[config.mk]
export PLATFORM = sky130hd
export DESIGN_NAME = sha3_pad_buffer
export DESIGN_NICKNAME = d
export VERILOG_FILES = /design/src/rtl/sha3_pkg.sv /design/src/rtl/sha3_pad_gen.sv /design/src/rtl/sha3_pad_buffer.sv
export SDC_FILE = /design/constraint.sdc
export NUM_CORES = 1
export LEC_CHECK = 0
export CAP_MARGIN = 20
export CORE_ASPECT_RATIO = 1.5
export CORE_MARGIN = 3
export CORE_UTILIZATION = 45
export CTS_CLUSTER_DIAMETER = 100
export DETAILED_ROUTE_END_ITERATION = 10
export DONT_BUFFER_PORTS = 1
export SLEW_MARGIN = 20
export SYNTH_ARGS = -nofsm -noshare
export SYNTH_HDL_FRONTEND = slang
export SYNTH_HIERARCHICAL = 1
export SYNTH_SLANG_ARGS = --single-unit
[constraint.sdc]
create_clock -name clk -period 46.2 [get_ports clk]
set_input_delay 9.24 -clock clk [delete_from_list [all_inputs] [get_ports clk]]
set_output_delay 9.24 -clock clk [all_outputs]
set_load 0.01 [all_outputs]
[src/rtl/sha3_pkg.sv]
// Shared constants, padding bytes and FSM state type for the SHA3 rate-block pad buffer.
// Define SHA3_KECCAK_LEGACY_EN to select original Keccak padding (domain byte 0x01).
package sha3_pkg;

    localparam int RATE_BITS  = 576;
    localparam int RATE_WORDS = 9;
    localparam int RATE_BYTES = 72;
    localparam int LANE_W     = 64;

`ifdef SHA3_KECCAK_LEGACY_EN
    localparam logic [7:0] SHA3_DOMAIN_BYTE = 8'h01;
`else
    localparam logic [7:0] SHA3_DOMAIN_BYTE = 8'h06;
`endif
    localparam logic [7:0] SHA3_PAD_END = 8'h80;

    // Block emitted when the message ended exactly on a rate boundary.
    localparam logic [RATE_BITS-1:0] PAD_ONLY_BLOCK =
        {SHA3_PAD_END, {(RATE_BITS-16){1'b0}}, SHA3_DOMAIN_BYTE};

    typedef enum logic [1:0] {
        FILL     = 2'd0,
        HOLD     = 2'd1,
        PAD_ONLY = 2'd2
    } pad_state_t;

    function automatic logic [3:0] clamp_bytes(input logic [3:0] nb);
        if (nb > 4'd8) begin
            clamp_bytes = 4'd8;
        end else begin
            clamp_bytes = nb;
        end
    endfunction

endpackage

[src/rtl/sha3_pad_gen.sv]
// Combinational final-word masking and pad-byte mask generation for one accepted word.
// Padding byte selection follows SHA3_KECCAK_LEGACY_EN through sha3_pkg.
module sha3_pad_gen
    import sha3_pkg::*;
(
    input  logic [3:0]           widx,
    input  logic [3:0]           in_bytes,
    input  logic                 in_last,
    input  logic [LANE_W-1:0]    word_in,
    output logic [LANE_W-1:0]    word_out,
    output logic [RATE_BITS-1:0] pad_mask,
    output logic                 pad_pend
);

    logic [3:0] nb_s;
    logic [6:0] pos_s;

    // Byte masking of the last word and placement of domain/end pad bytes at byte pos_s.
    always_comb begin
        nb_s     = clamp_bytes(in_bytes);
        pos_s    = {widx, 3'b000} + {3'b000, nb_s};
        word_out = word_in;
        pad_mask = '0;
        pad_pend = 1'b0;
        if (in_last) begin
            for (int j = 0; j < 8; j++) begin
                if (4'(j) >= nb_s) begin
                    word_out[8*j +: 8] = 8'h00;
                end else begin
                    word_out[8*j +: 8] = word_in[8*j +: 8];
                end
            end
            // A full final word fills the block; padding goes into an extra block.
            if (pos_s == 7'(RATE_BYTES)) begin
                pad_pend = 1'b1;
            end else begin
                for (int b = 0; b < RATE_BYTES; b++) begin
                    if (pos_s == 7'(b)) begin
                        pad_mask[8*b +: 8] = SHA3_DOMAIN_BYTE;
                    end else begin
                        pad_mask[8*b +: 8] = 8'h00;
                    end
                end
                pad_mask[RATE_BITS-1 -: 8] = pad_mask[RATE_BITS-1 -: 8] | SHA3_PAD_END;
            end
        end else begin
            pad_pend = 1'b0;
        end
    end

endmodule

[src/rtl/sha3_pad_buffer.sv]
// Collects 64-bit message words into 576-bit SHA3 rate blocks and pads the final block.
// Define SHA3_KECCAK_LEGACY_EN for original Keccak domain padding.
module sha3_pad_buffer #(
    parameter int RATE_BITS = 576,
    parameter int WORD_W    = 64
) (
    input  logic                 clk,
    input  logic                 rst,
    input  logic                 in_valid,
    output logic                 in_ready,
    input  logic [WORD_W-1:0]    in_data,
    input  logic                 in_last,
    input  logic [3:0]           in_bytes,
    output logic                 blk_valid,
    input  logic                 blk_ready,
    output logic [RATE_BITS-1:0] blk_data,
    output logic                 blk_last
);
    import sha3_pkg::*;

    pad_state_t           state_q, state_d;
    logic [3:0]           widx_q, widx_d;
    logic                 pad_pend_q, pad_pend_d;
    logic [RATE_BITS-1:0] buf_q, buf_d;
    logic                 blk_valid_q, blk_valid_d;
    logic                 blk_last_q, blk_last_d;

    logic [WORD_W-1:0]    gen_word_s;
    logic [RATE_BITS-1:0] gen_mask_s;
    logic                 gen_pend_s;

    sha3_pad_gen u_pad_gen (
        .widx     (widx_q),
        .in_bytes (in_bytes),
        .in_last  (in_last),
        .word_in  (in_data),
        .word_out (gen_word_s),
        .pad_mask (gen_mask_s),
        .pad_pend (gen_pend_s)
    );

    // Next-state, buffer update and output decode.
    always_comb begin
        state_d     = state_q;
        widx_d      = widx_q;
        pad_pend_d  = pad_pend_q;
        buf_d       = buf_q;
        blk_valid_d = blk_valid_q;
        blk_last_d  = blk_last_q;
        in_ready    = 1'b0;
        case (state_q)
            FILL: begin
                in_ready = 1'b1;
                if (in_valid) begin
                    for (int k = 0; k < RATE_WORDS; k++) begin
                        if (widx_q == 4'(k)) begin
                            buf_d[k*WORD_W +: WORD_W] = gen_word_s;
                        end else begin
                            buf_d[k*WORD_W +: WORD_W] = buf_q[k*WORD_W +: WORD_W];
                        end
                    end
                    if (in_last) begin
                        buf_d       = buf_d | gen_mask_s;
                        state_d     = HOLD;
                        blk_valid_d = 1'b1;
                        blk_last_d  = ~gen_pend_s;
                        pad_pend_d  = gen_pend_s;
                    end else if (widx_q == 4'(RATE_WORDS - 1)) begin
                        state_d     = HOLD;
                        blk_valid_d = 1'b1;
                        blk_last_d  = 1'b0;
                    end else begin
                        widx_d = widx_q + 4'd1;
                    end
                end else begin
                    state_d = FILL;
                end
            end
            HOLD: begin
                if (blk_ready) begin
                    buf_d       = '0;
                    widx_d      = 4'd0;
                    blk_valid_d = 1'b0;
                    blk_last_d  = 1'b0;
                    state_d     = pad_pend_q ? PAD_ONLY : FILL;
                end else begin
                    state_d = HOLD;
                end
            end
            PAD_ONLY: begin
                buf_d       = PAD_ONLY_BLOCK;
                blk_last_d  = 1'b1;
                blk_valid_d = 1'b1;
                pad_pend_d  = 1'b0;
                state_d     = HOLD;
            end
            default: begin
                state_d     = FILL;
                widx_d      = 4'd0;
                pad_pend_d  = 1'b0;
                buf_d       = '0;
                blk_valid_d = 1'b0;
                blk_last_d  = 1'b0;
            end
        endcase
    end

    // State and output registers; reset discards any partial message.
    always_ff @(posedge clk or posedge rst) begin
        if (rst) begin
            state_q     <= FILL;
            widx_q      <= 4'd0;
            pad_pend_q  <= 1'b0;
            buf_q       <= '0;
            blk_valid_q <= 1'b0;
            blk_last_q  <= 1'b0;
        end else begin
            state_q     <= state_d;
            widx_q      <= widx_d;
            pad_pend_q  <= pad_pend_d;
            buf_q       <= buf_d;
            blk_valid_q <= blk_valid_d;
            blk_last_q  <= blk_last_d;
        end
    end

    assign blk_valid = blk_valid_q;
    assign blk_last  = blk_last_q;
    assign blk_data  = buf_q;

endmodule

==> summary.txt <==
Non-Filler Instances: 3480
RSZ-0062 raised after global routing: no
Comb pwr share: 26.3%
Die W: 220 um
Peak VDD IR: 0.0585 mV
Top Family by Delay on Critical Path: simple AND/OR/NAND/NOR gates
number of synthesized flops with an enable pin: 0
vias in the first global route: 21600
Switching Power: 0.000793 W
minimum clock period: 12770 ps
adder-cell share of the synthesized area: 0.242%
Setup Skew: 35.9 ps
gr usage total: 29.6%
final wirelength: 111000 um
initial core utilization: 45.6%
Max clock buf depth: 3
CP max stage cell: nand2b_1
Slew Limit Fails: 302
hpwl dp: 68200 um
Worst EP arrival: 13320 ps
final setup vio count: 0
Die Span Y: 328 um
Hold-fix buffers, CTS: 0
Yosys warnings: 6
Setup crit start kind: input pin
DR pass1 iterations: 5
largest net degree at the start of global routing: 596
most common cell in the netlist: dfrtp_1
clock latency at the later pin of the worst-skew pair: 640 ps
syn avg cell area: 10.9 um2
Hold Vio Cnt, Final: 0
maximum clock rate: 78.3 MHz
Reg power frac: 46.9%
HP Class: reg -> reg
leading area contributor after synthesis: dfrtp_1
Syn Std Cell Area: 0.0311 mm2
Synth Instances: 2845
clock tree from TritonCTS: built
Static Leak: 12.7 nW
fillcell total: 6343
failing checks: max-slew violations
Compound-Gate Fraction of Synth Area: 31.5%
top cells by instance count after synthesis: dfrtp_1 (585), o2bb2ai_1 (578), a22oi_1 (573)
Max transition margin: -61.2%
Yosys reg bits: 585
Synth top area share: 47.1%
total grt overflow: 0
Final TNS setup: 0 ps
Internal: 0.00111 W
fraction of layout cells with a size suffix above 1: 6.78%
Root Driver: clkbuf_16
FP Rows: 117
Async S/R FF share, synth: 100%
post-synthesis mux area share: 0.101%
antenna violations before repair: 7
Min Hold Slack: 556 ps
CP Data Required Time: 46750 ps
placer congestion estimate: 0.853
DRC: 0
CP Capture Type: flip-flop
TritonCTS Buffers: 57
Iter 0 DRT Violations: 2284
critical path peak fanout: 595
Simple-Gate Fraction of Synth Area: 3.85%
PwrDens: 61.5 mW/mm2
dominant cells by area after synthesis: dfrtp_1 (47%), o2bb2ai_1 (16%), a22oi_1 (14%)
switching share of power: 41.6%
Post-Synth XOR/XNOR Area: 0%
CTS resizes: 0
Clk pwr share: 26.8%
clk slew on worst S/H paths: 60 ps
DP Cell Count: 3366
vias: 21900
Layout area overhead: -0.234%
Most used DFF post-synth: dfrtp_1
htree depth: 2
largest family of logic cells by synthesized area: compound AO/OA/AOI/OAI gates
core area: 0.0681 mm2
CP Cell Sequence: nand2b_1, nor3_2, nor2b_1, a22oi_1, o2bb2ai_1
Post-CTS Setup Bufs: 0
Crit Path Category: in -> reg
port buffer count: 0
drt wl/cell: 31.9 um
clk sink count: 585
max cap viols: 0
first-pass GRT wire length: 158000 um
outcome: finished, violations left
CP bufs+invs: 0
# IOs: 652
Worst-Margin Slew: 2420 ps
post-DR vias/cell: 6.28
count of cell types in the netlist: 55
ANT nets after route: 0
post-synthesis sequential area ratio: 47.1%
Nets: 2613
total die area: 0.0723 mm2
max incr delay on CP: 1290 ps
part of the cycle the worst path needs: 27.6%
## power groups by stage
| stage | Combinational (W) | Sequential, W | Clock (W) |
|---|---|---|---|
| 2_1_floorplan | 0.000396 | 0.000815 | 0 |
| 3_3_place_gp | 0.000482 | 0.000902 | 0 |
| 3_5_place_dp | 0.000499 | 0.000899 | 0 |
| 4_1_cts | 0.000499 | 0.000895 | 0.000521 |
| 5_1_grt | 0.000537 | 0.000909 | 0.000539 |
| 6_report | 0.000501 | 0.000895 | 0.000510 |
## logic make-up after synthesis
group	count (synthesis)
multiplexers	3
buffers and inverters	847
other	1
AO/OA/AOI/OAI	1196
adder cells (fa/ha/maj)	6
AND/OR/NAND/NOR	207
flip-flops	585
## cell usage in the layout (no fill, tap or decap), drive strengths merged, types with 3 or more instances in the layout
master	netlist	final
a21oi	9	9
a221oi	3	3
a22oi	573	573
and2	49	49
and2b	3	3
and3b	7	7
buf	678	39
bufinv	0	7
clkbuf	161	82
clkinv	0	16
conb	1	431
dfrtp	585	585
diode	0	5
ha	6	6
inv	8	9
nand2	20	20
nand2b	3	3
nand3	12	12
nand4	3	3
nor2	52	52
nor2b	17	17
nor3	15	15
nor3b	7	7
nor4	8	8
o211ai	4	4
o21ai	3	3
o22ai	12	12
o2bb2ai	578	578
## final timing paths
path	from	to	slack (ps)	cells after the start
setup / recovery	in_last	blk_data[200]	33430	5
min in group asynchronous	rst	blk_data[471]	8570	1
max in group asynchronous	rst	blk_data[76]	34550	4
hold reg to reg	blk_data[443]	blk_data[443]	560	1
setup reg to reg	state_q[1]	blk_data[137]	42390	5
hold / removal	blk_data[443]	blk_data[443]	560	1
## sequential cells by signal (all words and copies together) (netlist names)
register and cells:
blk_data 576, widx_q 4, state_q 2, blk_last 1, blk_valid 1, pad_pend_q 1
## through the flow
step	worst slack [ps]	instance area, um2	power, W	utilization [%]
floorplan	20590	32700	0.00121	-
CTS	34310	30900	0.00191	45.4
finish	33430	31000	0.00191	45.5
global placement	33710	28900	0.00138	42.5
detailed placement	33650	28900	0.00140	42.5
global route	34200	31000	0.00199	45.5
## area by class of cell
type	count	area [um2]	area share, %
Sequential cell	585	14600	47.2
Multi-Input combinational cell	1843	12800	41.3
Clock buffer	82	1710	5.53
Tap cell	892	1120	3.60
Timing Repair Buffer	39	342	1.10
Clock inverter	26	322	1.04
Inverter	8	37.5	0.121
Antenna cell	5	12.5	0.0404
## routing by layer
metal / GRT usage [%] / share of wire, % / vias to the layer above
li1: - / - / 9341
met5: 0 / 0.025 / -
met3: 9.61 / 10 / 223
met4: 11.3 / 4.3 / 4
met1: 36.8 / 38 / 11200
met2: 47.8 / 47 / 1093
(Power assumes the default switching activity.)
